===== src/rtl/pxs_frame_router_if.sv =====
// Pixel stream, routing config and status bundle
// for the frame router.
interface pxs_frame_router_if #(
  parameter int CNT_W = 16
);
  logic [25:0]      RGBStr_i;
  logic [1:0]       cfg_mode_i;
  logic             cfg_alt_i;
  logic [25:0]      RGBStr1_o;
  logic [25:0]      RGBStr2_o;
  logic [1:0]       route_o;
  logic             busy_o;
  logic [CNT_W-1:0] frm_cnt1_o;
  logic [CNT_W-1:0] frm_cnt2_o;

  modport slave (
    input  RGBStr_i,
    input  cfg_mode_i,
    input  cfg_alt_i,
    output RGBStr1_o,
    output RGBStr2_o,
    output route_o,
    output busy_o,
    output frm_cnt1_o,
    output frm_cnt2_o
  );

  modport master (
    output RGBStr_i,
    output cfg_mode_i,
    output cfg_alt_i,
    input  RGBStr1_o,
    input  RGBStr2_o,
    input  route_o,
    input  busy_o,
    input  frm_cnt1_o,
    input  frm_cnt2_o
  );
endinterface


===== src/rtl/pxs_frame_router.sv =====
// Frame-synchronous 1-to-2 pixel stream router
// with optional frame alternation and frame counters.
module pxs_frame_router #(
  parameter int CNT_W = 16
) (
  input logic px_clk,
  input logic rst,
  pxs_frame_router_if.slave bus
);
  typedef enum logic [1:0] {
    SYNC   = 2'd0,
    IDLE   = 2'd1,
    ACTIVE = 2'd2
  } state_e;

  localparam logic [CNT_W-1:0] ONE =
    {{(CNT_W-1){1'b0}}, 1'b1};

  state_e           state_q, state_d;
  logic             fval;
  logic             start;
  logic             frm_end;
  logic             pass;
  logic [1:0]       route_dec;
  logic [1:0]       eff_route;
  logic [1:0]       route_q, route_d;
  logic             tog_q, tog_d;
  logic [25:0]      out1_q, out1_d;
  logic [25:0]      out2_q, out2_d;
  logic [CNT_W-1:0] cnt1_q, cnt1_d;
  logic [CNT_W-1:0] cnt2_q, cnt2_d;

  assign fval = bus.RGBStr_i[25];

  always_ff @(posedge px_clk) begin
    if (rst) begin
      state_q <= SYNC;
    end else begin
      state_q <= state_d;
    end
  end

  always_comb begin
    state_d = state_q;
    unique case (state_q)
      SYNC:    if (!fval) state_d = IDLE;
      IDLE:    if (fval)  state_d = ACTIVE;
      ACTIVE:  if (!fval) state_d = IDLE;
      default: state_d = SYNC;
    endcase
  end

  // Route is frozen at frame start; the first
  // word uses the freshly decided route.
  always_comb begin
    start     = (state_q == IDLE) && fval;
    frm_end   = (state_q == ACTIVE) && !fval;
    route_dec = bus.cfg_alt_i
              ? (tog_q ? 2'b10 : 2'b01)
              : bus.cfg_mode_i;
    eff_route = start ? route_dec : route_q;
    pass      = fval &&
                ((state_q == ACTIVE) || start);
    out1_d    = (pass && eff_route[0])
              ? bus.RGBStr_i : 26'b0;
    out2_d    = (pass && eff_route[1])
              ? bus.RGBStr_i : 26'b0;
    route_d   = eff_route;
    tog_d     = (start && bus.cfg_alt_i)
              ? ~tog_q : tog_q;
    cnt1_d    = (frm_end && route_q[0])
              ? cnt1_q + ONE : cnt1_q;
    cnt2_d    = (frm_end && route_q[1])
              ? cnt2_q + ONE : cnt2_q;
  end

  always_ff @(posedge px_clk) begin
    if (rst) begin
      out1_q  <= '0;
      out2_q  <= '0;
      route_q <= '0;
      tog_q   <= 1'b0;
      cnt1_q  <= '0;
      cnt2_q  <= '0;
    end else begin
      out1_q  <= out1_d;
      out2_q  <= out2_d;
      route_q <= route_d;
      tog_q   <= tog_d;
      cnt1_q  <= cnt1_d;
      cnt2_q  <= cnt2_d;
    end
  end

  assign bus.RGBStr1_o  = out1_q;
  assign bus.RGBStr2_o  = out2_q;
  assign bus.route_o    = route_q;
  assign bus.busy_o     = (state_q == ACTIVE);
  assign bus.frm_cnt1_o = cnt1_q;
  assign bus.frm_cnt2_o = cnt2_q;
endmodule

===== src/flat_wrapper.sv =====
// flat-port wrapper written by rule: the top's interface ports become plain ports
module pxs_frame_router_flat 
#(
  parameter int CNT_W = 16
)
  (px_clk, rst, bus_RGBStr_i, bus_cfg_mode_i, bus_cfg_alt_i, bus_RGBStr1_o, bus_RGBStr2_o, bus_route_o, bus_busy_o, bus_frm_cnt1_o, bus_frm_cnt2_o);
  pxs_frame_router_if #(.CNT_W(CNT_W)) bus_i ();
  input logic px_clk;
  input logic rst;
  input wire logic [$bits(bus_i.RGBStr_i)-1:0] bus_RGBStr_i;
  input wire logic [$bits(bus_i.cfg_mode_i)-1:0] bus_cfg_mode_i;
  input wire logic [$bits(bus_i.cfg_alt_i)-1:0] bus_cfg_alt_i;
  output wire logic [$bits(bus_i.RGBStr1_o)-1:0] bus_RGBStr1_o;
  output wire logic [$bits(bus_i.RGBStr2_o)-1:0] bus_RGBStr2_o;
  output wire logic [$bits(bus_i.route_o)-1:0] bus_route_o;
  output wire logic [$bits(bus_i.busy_o)-1:0] bus_busy_o;
  output wire logic [$bits(bus_i.frm_cnt1_o)-1:0] bus_frm_cnt1_o;
  output wire logic [$bits(bus_i.frm_cnt2_o)-1:0] bus_frm_cnt2_o;
  assign bus_i.RGBStr_i = bus_RGBStr_i;
  assign bus_i.cfg_mode_i = bus_cfg_mode_i;
  assign bus_i.cfg_alt_i = bus_cfg_alt_i;
  assign bus_RGBStr1_o = bus_i.RGBStr1_o;
  assign bus_RGBStr2_o = bus_i.RGBStr2_o;
  assign bus_route_o = bus_i.route_o;
  assign bus_busy_o = bus_i.busy_o;
  assign bus_frm_cnt1_o = bus_i.frm_cnt1_o;
  assign bus_frm_cnt2_o = bus_i.frm_cnt2_o;
  pxs_frame_router #(.CNT_W(CNT_W)) u_core (.px_clk(px_clk), .rst(rst), .bus(bus_i));
endmodule

===== config.mk =====
export PLATFORM = sky130hd
export DESIGN_NAME = pxs_frame_router_flat
export DESIGN_NICKNAME = d
export VERILOG_FILES = /design/src/rtl/pxs_frame_router_if.sv /design/src/rtl/pxs_frame_router.sv /design/src/flat_wrapper.sv
export SDC_FILE = /design/constraint.sdc
export NUM_CORES = 1
export LEC_CHECK = 0
export CELL_PAD_IN_SITES_DETAIL_PLACEMENT = 0
export CELL_PAD_IN_SITES_GLOBAL_PLACEMENT = 1
export CORE_MARGIN = 3
export CORE_UTILIZATION = 29
export CTS_CLUSTER_DIAMETER = 80
export DETAILED_ROUTE_END_ITERATION = 12
export HOLD_SLACK_MARGIN = 0.05
export PLACE_DENSITY_LB_ADDON = 0.08
export SLEW_MARGIN = 20
export SYNTH_ARGS = -nofsm -noshare
export SYNTH_HDL_FRONTEND = slang
export SYNTH_SLANG_ARGS = --single-unit

===== constraint.sdc =====
create_clock -name px_clk -period 1.6 [get_ports px_clk]
set_input_delay 0.32 -clock px_clk [delete_from_list [all_inputs] [get_ports px_clk]]
set_output_delay 0.32 -clock px_clk [all_outputs]
set_load 0.01 [all_outputs]

==> impl_metrics.csv, run 1 <==
group,metric,value,unit
critical_path,cp_slowest_cell,"dfxtp_4",
critical_path,cp_max_fo,6,
yosys,ys_seq_area_share,57.8,%
critical_path,cpPeakStageDelay,0.38,ns
worst_hold_path,worstHoldPathType,"primary input to flip-flop",
drt,dr.pass1.iters,4,
drt,wl_per_cell,13.4,um
cts,cts_sinks,89,
critical_path,path_delay_family,"simple AND/OR/NAND/NOR gates",
critical_path,r2r-start,"u_core.state_q[1]$_SDFFE_PP0P_",
power,pwr-share-clk,36.5,%
cts,h-tree-depth,3,
critical_path,cp-start-kind,"flip-flop",
critical_path,r2r_cells,7,
sta,worst_pin_slew,0.321,ns
sta,setup-violations-final,0,
global_routing,antenna_found_initial,0,
floorplanning,fp-row-count,37,
critical_path,worstPathCellList,"buf_6, and3b_2, and3_4, nor3_4, buf_12, clkbuf_16, and2_1",
global_routing,grt_pass1_vias,2595,
cts,postCtsHoldBufs,0,
power,power.share.switching,22.7,%
run,drv_cap,0,
power,irDropWorstVdd,0.514,mV
drt,drtIter0Drc,62,
final_layout,drive_gt1_share,23.7,%
place,dp_cells,581,
final_layout,final_cell_mix,"74 x dfxtp_1, 69 x clkdlybuf4s50_1, 45 x and2_1, 44 x buf_4, 35 x dlygate4sd2_1",
critical_path,cp.arrival,1.90,ns
drt,wl,8130,um
critical_path,endpoint,"u_core.bus.RGBStr1_o[18]$_SDFF_PP0_",
cts,cts_tree,"built",
yosys,yosys_warnings,0,
critical_path,crit_cells,7,
sta,clock_skew,0.00745,ns
power,static-leakage-power,2.36,nW
critical_path,regToRegEndpoint,"u_core.bus.RGBStr1_o[18]$_SDFF_PP0_",
critical_path,crit_start,"u_core.state_q[1]$_SDFFE_PP0P_",
yosys,synth_cells,296,
sta,max-slew-margin-rel,78.4,%
yosys,synth_cell_types,40,
drt,dr_total_vias,2628,
floorplanning,die_area,11900,um^2
cts,cts_root_buf,"clkbuf_8",
power,switching_power,862,uW
global_routing,overflow,0,
place,portBuffers,117,
critical_path,crit_path_end_kind,"flip-flop",
final_layout,num-fill-cells,1006,
cts,clk_pin_slew,0.09,ns
sta,hold_viol_final,0,
cts,cts_buffers,9,
critical_path,rrSetupSlack,0.009,ns
cts,clock_path_buffers,2,
yosys,synth_seq_cells,89,
critical_path,worst-path-buf-inv,3,
sta,rsz0062_at_grt,"true",
floorplanning,coreArea,10300,um^2
power,p_int,2.94,mW
critical_path,critical_path_class,"flip-flop to flip-flop",
final_layout,antenna_cells,0,
sta,period_share,99.5,%
floorplanning,chipWidth,109,um
global_routing,grt_pass1_wl,12400,um
final_layout,multi_input_area,1320,um^2
final_layout,area.sequential,1800,um^2
final_layout,finalNonFillerCells,605,
outcome,status,"completed",
drt,drc_errors,0,
sta,fmax,628,MHz
place,gp_congestion,0.719,
final_layout,syn2layout_area_growth,66.3,%
place,hpwlAfterDp,5520,um
drt,vias_per_cell,4.34,
sta,slew_viol_final,0,
cts,clock_latency,0.36,ns
yosys,syn_area,3080,um^2
power,p_per_area,742,nW/um^2
sta,post-route-min-period,1.59,ns
power,comb_power_share,4.9,%
final_layout,layout_commonest_cell,"dfxtp_1",
global_routing,grt_max_degree,27,
yosys,syn_avg_cell_area,10.4,um^2
yosys,syn-num-nets,329,
power,seqPwrFrac,58.6,%
drt,ant_nets,0,
sta,finalSetupTns,0,ns
critical_path,worstPathRequired,1.91,ns
floorplanning,boundaryPins,118,
floorplanning,die_height,109,um
global_routing,track_usage,13.8,%
final_layout,nets,498,
floorplanning,start_util,29.9,%
synth_stat cells (all sizes together):
| master | n | area (um^2) |
|---|---|---|
| a211oi | 1 | 7.51 |
| a21oi | 10 | 50.1 |
| a31o | 1 | 8.76 |
| and2 | 51 | 319 |
| and3 | 2 | 12.5 |
| and3b | 1 | 10.0 |
| and4 | 2 | 17.5 |
| and4bb | 1 | 12.5 |
| buf | 4 | 23.8 |
| clkbuf | 7 | 26.3 |
| dfxtp | 89 | 1780 |
| ha | 2 | 25.0 |
| inv | 7 | 26.3 |
| mux2 | 5 | 56.3 |
| mux2i | 2 | 20.0 |
| nand2 | 8 | 30.0 |
| nand2b | 3 | 18.8 |
| nand3 | 8 | 40.0 |
| nand3b | 1 | 7.51 |
| nand4 | 10 | 77.6 |
| nand4bb | 1 | 11.3 |
| nor2 | 28 | 105 |
| nor2b | 4 | 25.0 |
| nor3 | 6 | 35.0 |
| nor3b | 1 | 7.51 |
| nor4 | 3 | 33.8 |
| nor4b | 1 | 8.76 |
| nor4bb | 1 | 10.0 |
| o21ai | 5 | 25.0 |
| o31ai | 3 | 22.5 |
| or2 | 1 | 6.26 |
| or3 | 5 | 31.3 |
| or4 | 3 | 22.5 |
| xnor2 | 10 | 87.6 |
| xor2 | 9 | 78.8 |
power groups by stage:
stage                     sequential (mW)  clock (mW)  combinational [mW]
after global routing                 2.23        1.56               0.203
after detailed placement             2.28           0               0.171
after floorplan                      2.29           0              0.0401
after CTS                            2.23        1.46               0.171
final                                2.23        1.39               0.186
after global placement               2.28           0               0.170
area by class of cell:
| cell class | instances | area share [%] |
|---|---|---|
| Clock buffer | 11 | 2.76 |
| Clock inverter | 4 | 0.586 |
| Inverter | 7 | 0.513 |
| Multi-Input combinational cell | 189 | 25.7 |
| Sequential cell | 89 | 35.2 |
| Tap cell | 136 | 3.32 |
| Timing Repair Buffer | 169 | 31.9 |
metal layers:
metal	up-vias	wire [um]	GRT usage, %
met2	75	3780	21.1
met5	-	0	0
met4	0	161	7.30
met1	1216	3400	16.0
met3	12	790	6.51
li1	1325	-	-
per-stage QoR:
| step | power [mW] | utilization [%] | area, um^2 | worst slack, ns | hold WS [ns] |
|---|---|---|---|---|---|
| 2_1_floorplan | 2.33 | - | 3100 | -0.0484 | 0.391 |
| 3_3_place_gp | 2.45 | 45.9 | 4740 | -0.430 | 0.474 |
| 3_5_place_dp | 2.45 | 45.9 | 4740 | -0.466 | 0.480 |
| 4_1_cts | 3.87 | 47.5 | 4900 | 0.00567 | 0.381 |
| 5_1_grt | 4.00 | 49.6 | 5120 | -0.0660 | 0.428 |
| 6_report | 3.80 | 49.6 | 5120 | 0.00866 | 0.405 |
how the worst min path moves through the flow:
stage	startpoint	end	slack [ns]	cells after the start
2_1_floorplan	bus_RGBStr_i[25]	u_core.state_q[0]$_SDFFE_PP0P_	0.39	1
3_3_place_gp	u_core.bus.frm_cnt1_o[15]$_SDFFE_PP0P_	u_core.bus.frm_cnt1_o[15]$_SDFFE_PP0P_	0.47	2
3_5_place_dp	u_core.bus.frm_cnt1_o[15]$_SDFFE_PP0P_	u_core.bus.frm_cnt1_o[15]$_SDFFE_PP0P_	0.48	2
4_1_cts	bus_RGBStr_i[25]	u_core.state_q[0]$_SDFFE_PP0P_	0.38	3
5_1_grt	bus_RGBStr_i[25]	u_core.state_q[0]$_SDFFE_PP0P_	0.43	3
6_report	bus_RGBStr_i[25]	u_core.state_q[0]$_SDFFE_PP0P_	0.40	3
cell families after synthesis:
logic type                 count (synthesis)  synth area share, %
AOI/OAI and AO/OA                         20                 3.69
xor gates and xnor gates                  19                 5.40
adders and majority gates                  2                0.812
buffers and inverters                     18                 2.48
and+or+nand+nor                          141                 27.3
muxes                                      7                 2.48
DFF                                       89                 57.8
worst register-to-register path, cell delays in order, from the launching register on:
cell	delay [ns]
dfxtp_4	0.38
buf_6	0.10
and3b_2	0.24
and3_4	0.19
nor3_4	0.21
buf_12	0.15
clkbuf_16	0.15
and2_1	0.12
sequential cells by signal, summed over array words and instances, names as in the netlist:
register / flops
u_core.bus.RGBStr1_o: 26
u_core.bus.RGBStr2_o: 26
u_core.bus.frm_cnt1_o: 16
u_core.bus.frm_cnt2_o: 16
u_core.bus.route_o: 2
u_core.state_q: 2
u_core.tog_q: 1
what timing repair did:
item,CTS,global route
resized for setup,48,35
setup buffers,1,5
setup endpoints to repair,44,72
hold endpoints to repair,0,0
gates cloned,0,3
pin swaps,5,13
(Power assumes the default switching activity.)
==> run 2, diff against run 1 <==
--- a/config.mk
+++ b/config.mk
@@ -9,10 +9,11 @@
 export CELL_PAD_IN_SITES_GLOBAL_PLACEMENT = 1
 export CORE_MARGIN = 3
 export CORE_UTILIZATION = 29
-export CTS_CLUSTER_DIAMETER = 80
+export CTS_CLUSTER_DIAMETER = 60
 export DETAILED_ROUTE_END_ITERATION = 12
 export HOLD_SLACK_MARGIN = 0.05
 export PLACE_DENSITY_LB_ADDON = 0.08
+export REMOVE_ABC_BUFFERS = 1
 export SLEW_MARGIN = 20
 export SYNTH_ARGS = -nofsm -noshare
 export SYNTH_HDL_FRONTEND = slang
==> impl_metrics.csv, run 2 (synthesis gave the netlist of run 1 again) <==
group,metric,value,unit
floorplanning,die_height,109,um
sta,fmax,635,MHz
sta,hold_viol_final,0,
critical_path,rrSetupSlack,0.02,ns
global_routing,grt_max_degree,27,
outcome,status,"completed",
power,finalPower,3.99,mW
final_layout,syn2layout_area_growth,63.8,%
cts,cts_sinks,89,
floorplanning,die_area,11900,um^2
global_routing,grt_pass1_wl,12500,um
sta,post-route-min-period,1.58,ns
worst_hold_path,whs_path_depth,3,
drt,ant_nets,0,
run,drv_cap,0,
sta,worst_pin_slew,0.291,ns
global_routing,grtUsageMet2,19.8,%
critical_path,cp_max_fo,5,
worst_hold_path,hold_start,"bus_RGBStr_i[25]",
sta,setup-violations-final,0,
global_routing,grt_pass1_vias,2563,
global_routing,track_usage,13.7,%
cts,postCtsHoldBufs,0,
global_routing,use_met3,8.11,%
global_routing,antenna_found_initial,0,
drt,wl,7610,um
power,irDropWorstVdd,0.635,mV
drt,drc_errors,0,
cts,cts_buffers,9,
cts,clk_pin_slew,0.09,ns
critical_path,regToRegEndpoint,"u_core.bus.frm_cnt1_o[15]$_SDFFE_PP0P_",
final_layout,nets,490,
power,static-leakage-power,2.55,nW
sta,worst_slack,0.0247,ns
cts,cts_root_buf,"clkbuf_8",
critical_path,r2r_cells,4,
global_routing,grt_busiest_layer,"met2",
cts,clock_path_buffers,2,
floorplanning,fp-row-count,37,
floorplanning,boundaryPins,118,
critical_path,worstPathRequired,1.90,ns
floorplanning,chipWidth,109,um
critical_path,critical_path_class,"flip-flop to flip-flop",
sta,slew_viol_final,0,
sta,max-slew-margin-rel,80.4,%
drt,dr_total_vias,2571,
drt,dr.pass1.iters,5,
place,portBuffers,117,
cts,h-tree-depth,3,
place,gp_congestion,0.732,
place,hpwlAfterDp,5410,um
cts,clock_latency,0.36,ns
global_routing,overflow,0,
power,p_per_area,790,nW/um^2
worst_hold_path,min_to,"u_core.state_q[0]$_SDFFE_PP0P_",
drt,wl_per_cell,12.7,um
final_layout,antenna_cells,0,
drt,drtIter0Drc,88,
critical_path,crit_path_end_kind,"flip-flop",
sta,rsz0062_at_grt,"true",
place,pre_cts_ws,-0.535,ns
sta,clock_skew,0.00875,ns
global_routing,met1_usage,16.4,%
final_layout,layout_commonest_cell,"dfxtp_1",
final_layout,drive_gt1_share,20.6,%
worst_hold_path,worstHoldPathType,"primary input to flip-flop",
critical_path,r2r-start,"u_core.state_q[0]$_SDFFE_PP0P_",
critical_path,cp-start-kind,"flip-flop",
final_layout,final_cell_mix,"77 x dfxtp_1, 56 x clkdlybuf4s50_1, 51 x and2_1, 40 x buf_4, 36 x dlygate4sd2_1",
floorplanning,coreArea,10300,um^2
drt,vias_per_cell,4.30,
sta,period_share,98.5,%
floorplanning,start_util,29.9,%
final_layout,utilization,48.9,%
final_layout,num-fill-cells,981,
critical_path,cp.arrival,1.88,ns
cts,cts_tree,"built",
## run 2: how the worst max path moves through the flow
| stage | from | end | slack, ns | cells after the start |
|---|---|---|---|---|
| final | u_core.state_q[0]$_SDFFE_PP0P_ | u_core.bus.frm_cnt1_o[15]$_SDFFE_PP0P_ | 0.02 | 4 |
| after global routing | u_core.state_q[0]$_SDFFE_PP0P_ | u_core.bus.frm_cnt1_o[8]$_SDFFE_PP0P_ | -0.06 | 5 |
| after CTS | u_core.bus.RGBStr1_o[16]$_SDFF_PP0_ | bus_RGBStr1_o[16] | 0.0003 | 1 |
| after detailed placement | bus_RGBStr_i[25] | u_core.bus.frm_cnt2_o[15]$_SDFFE_PP0P_ | -0.53 | 5 |
| after global placement | bus_RGBStr_i[25] | u_core.bus.frm_cnt2_o[15]$_SDFFE_PP0P_ | -0.48 | 5 |
| after floorplan | u_core.state_q[0]$_SDFFE_PP0P_ | u_core.bus.frm_cnt2_o[15]$_SDFFE_PP0P_ | -0.20 | 4 |
## run 2: area by class of cell
| cell class | count | area (um^2) | area share (%) |
|---|---|---|---|
| tap | 136 | 170 | 3.37 |
| sequential | 89 | 1800 | 35.6 |
| timing repair buffer | 161 | 1560 | 30.9 |
| inverter | 7 | 26.3 | 0.520 |
| multi-input combinational | 189 | 1290 | 25.6 |
| clock inverter | 6 | 72.6 | 1.44 |
| clock buffer | 10 | 128 | 2.53 |
## run 2: timing repair
action                     4_1_cts  5_1_grt
buffers inserted                 3        1
gates cloned                     0        0
pin swaps                        3        2
setup endpoints to repair       50       64
gates resized for setup         51       39
## run 2: per-layer routing
metal / vias to the layer above / routed length, um
li1: 1309 / -
met1: 1165 / 3210
met2: 87 / 3320
met3: 10 / 957
met4: 0 / 126
met5: - / 0
## run 2: where the power goes
group          internal, mW  switching [mW]  total, mW
Clock                 0.742           0.839       1.58
Combinational         0.110          0.0628      0.173
Sequential             2.22         0.00748       2.23
Total                  3.08           0.910       3.99
## run 2: critical path, cell delays in order (launching register included)
cell and delay (ns):
dfxtp_2 0.35, and4bb_2 0.35, nand4_4 0.15, or4_4 0.54
a21oi_2 0.13
## run 2: metrics by stage
step                area, um^2  instances  TNS [ns]  hold slack (ns)
floorplan                 3030        285    -0.464            0.389
global placement          4710        578    -27.90            0.465
detailed placement        4710        578    -28.77            0.489
CTS                       4920        597         0            0.423
global route              5050        598    -0.436            0.446
finish                    5050        598         0            0.449
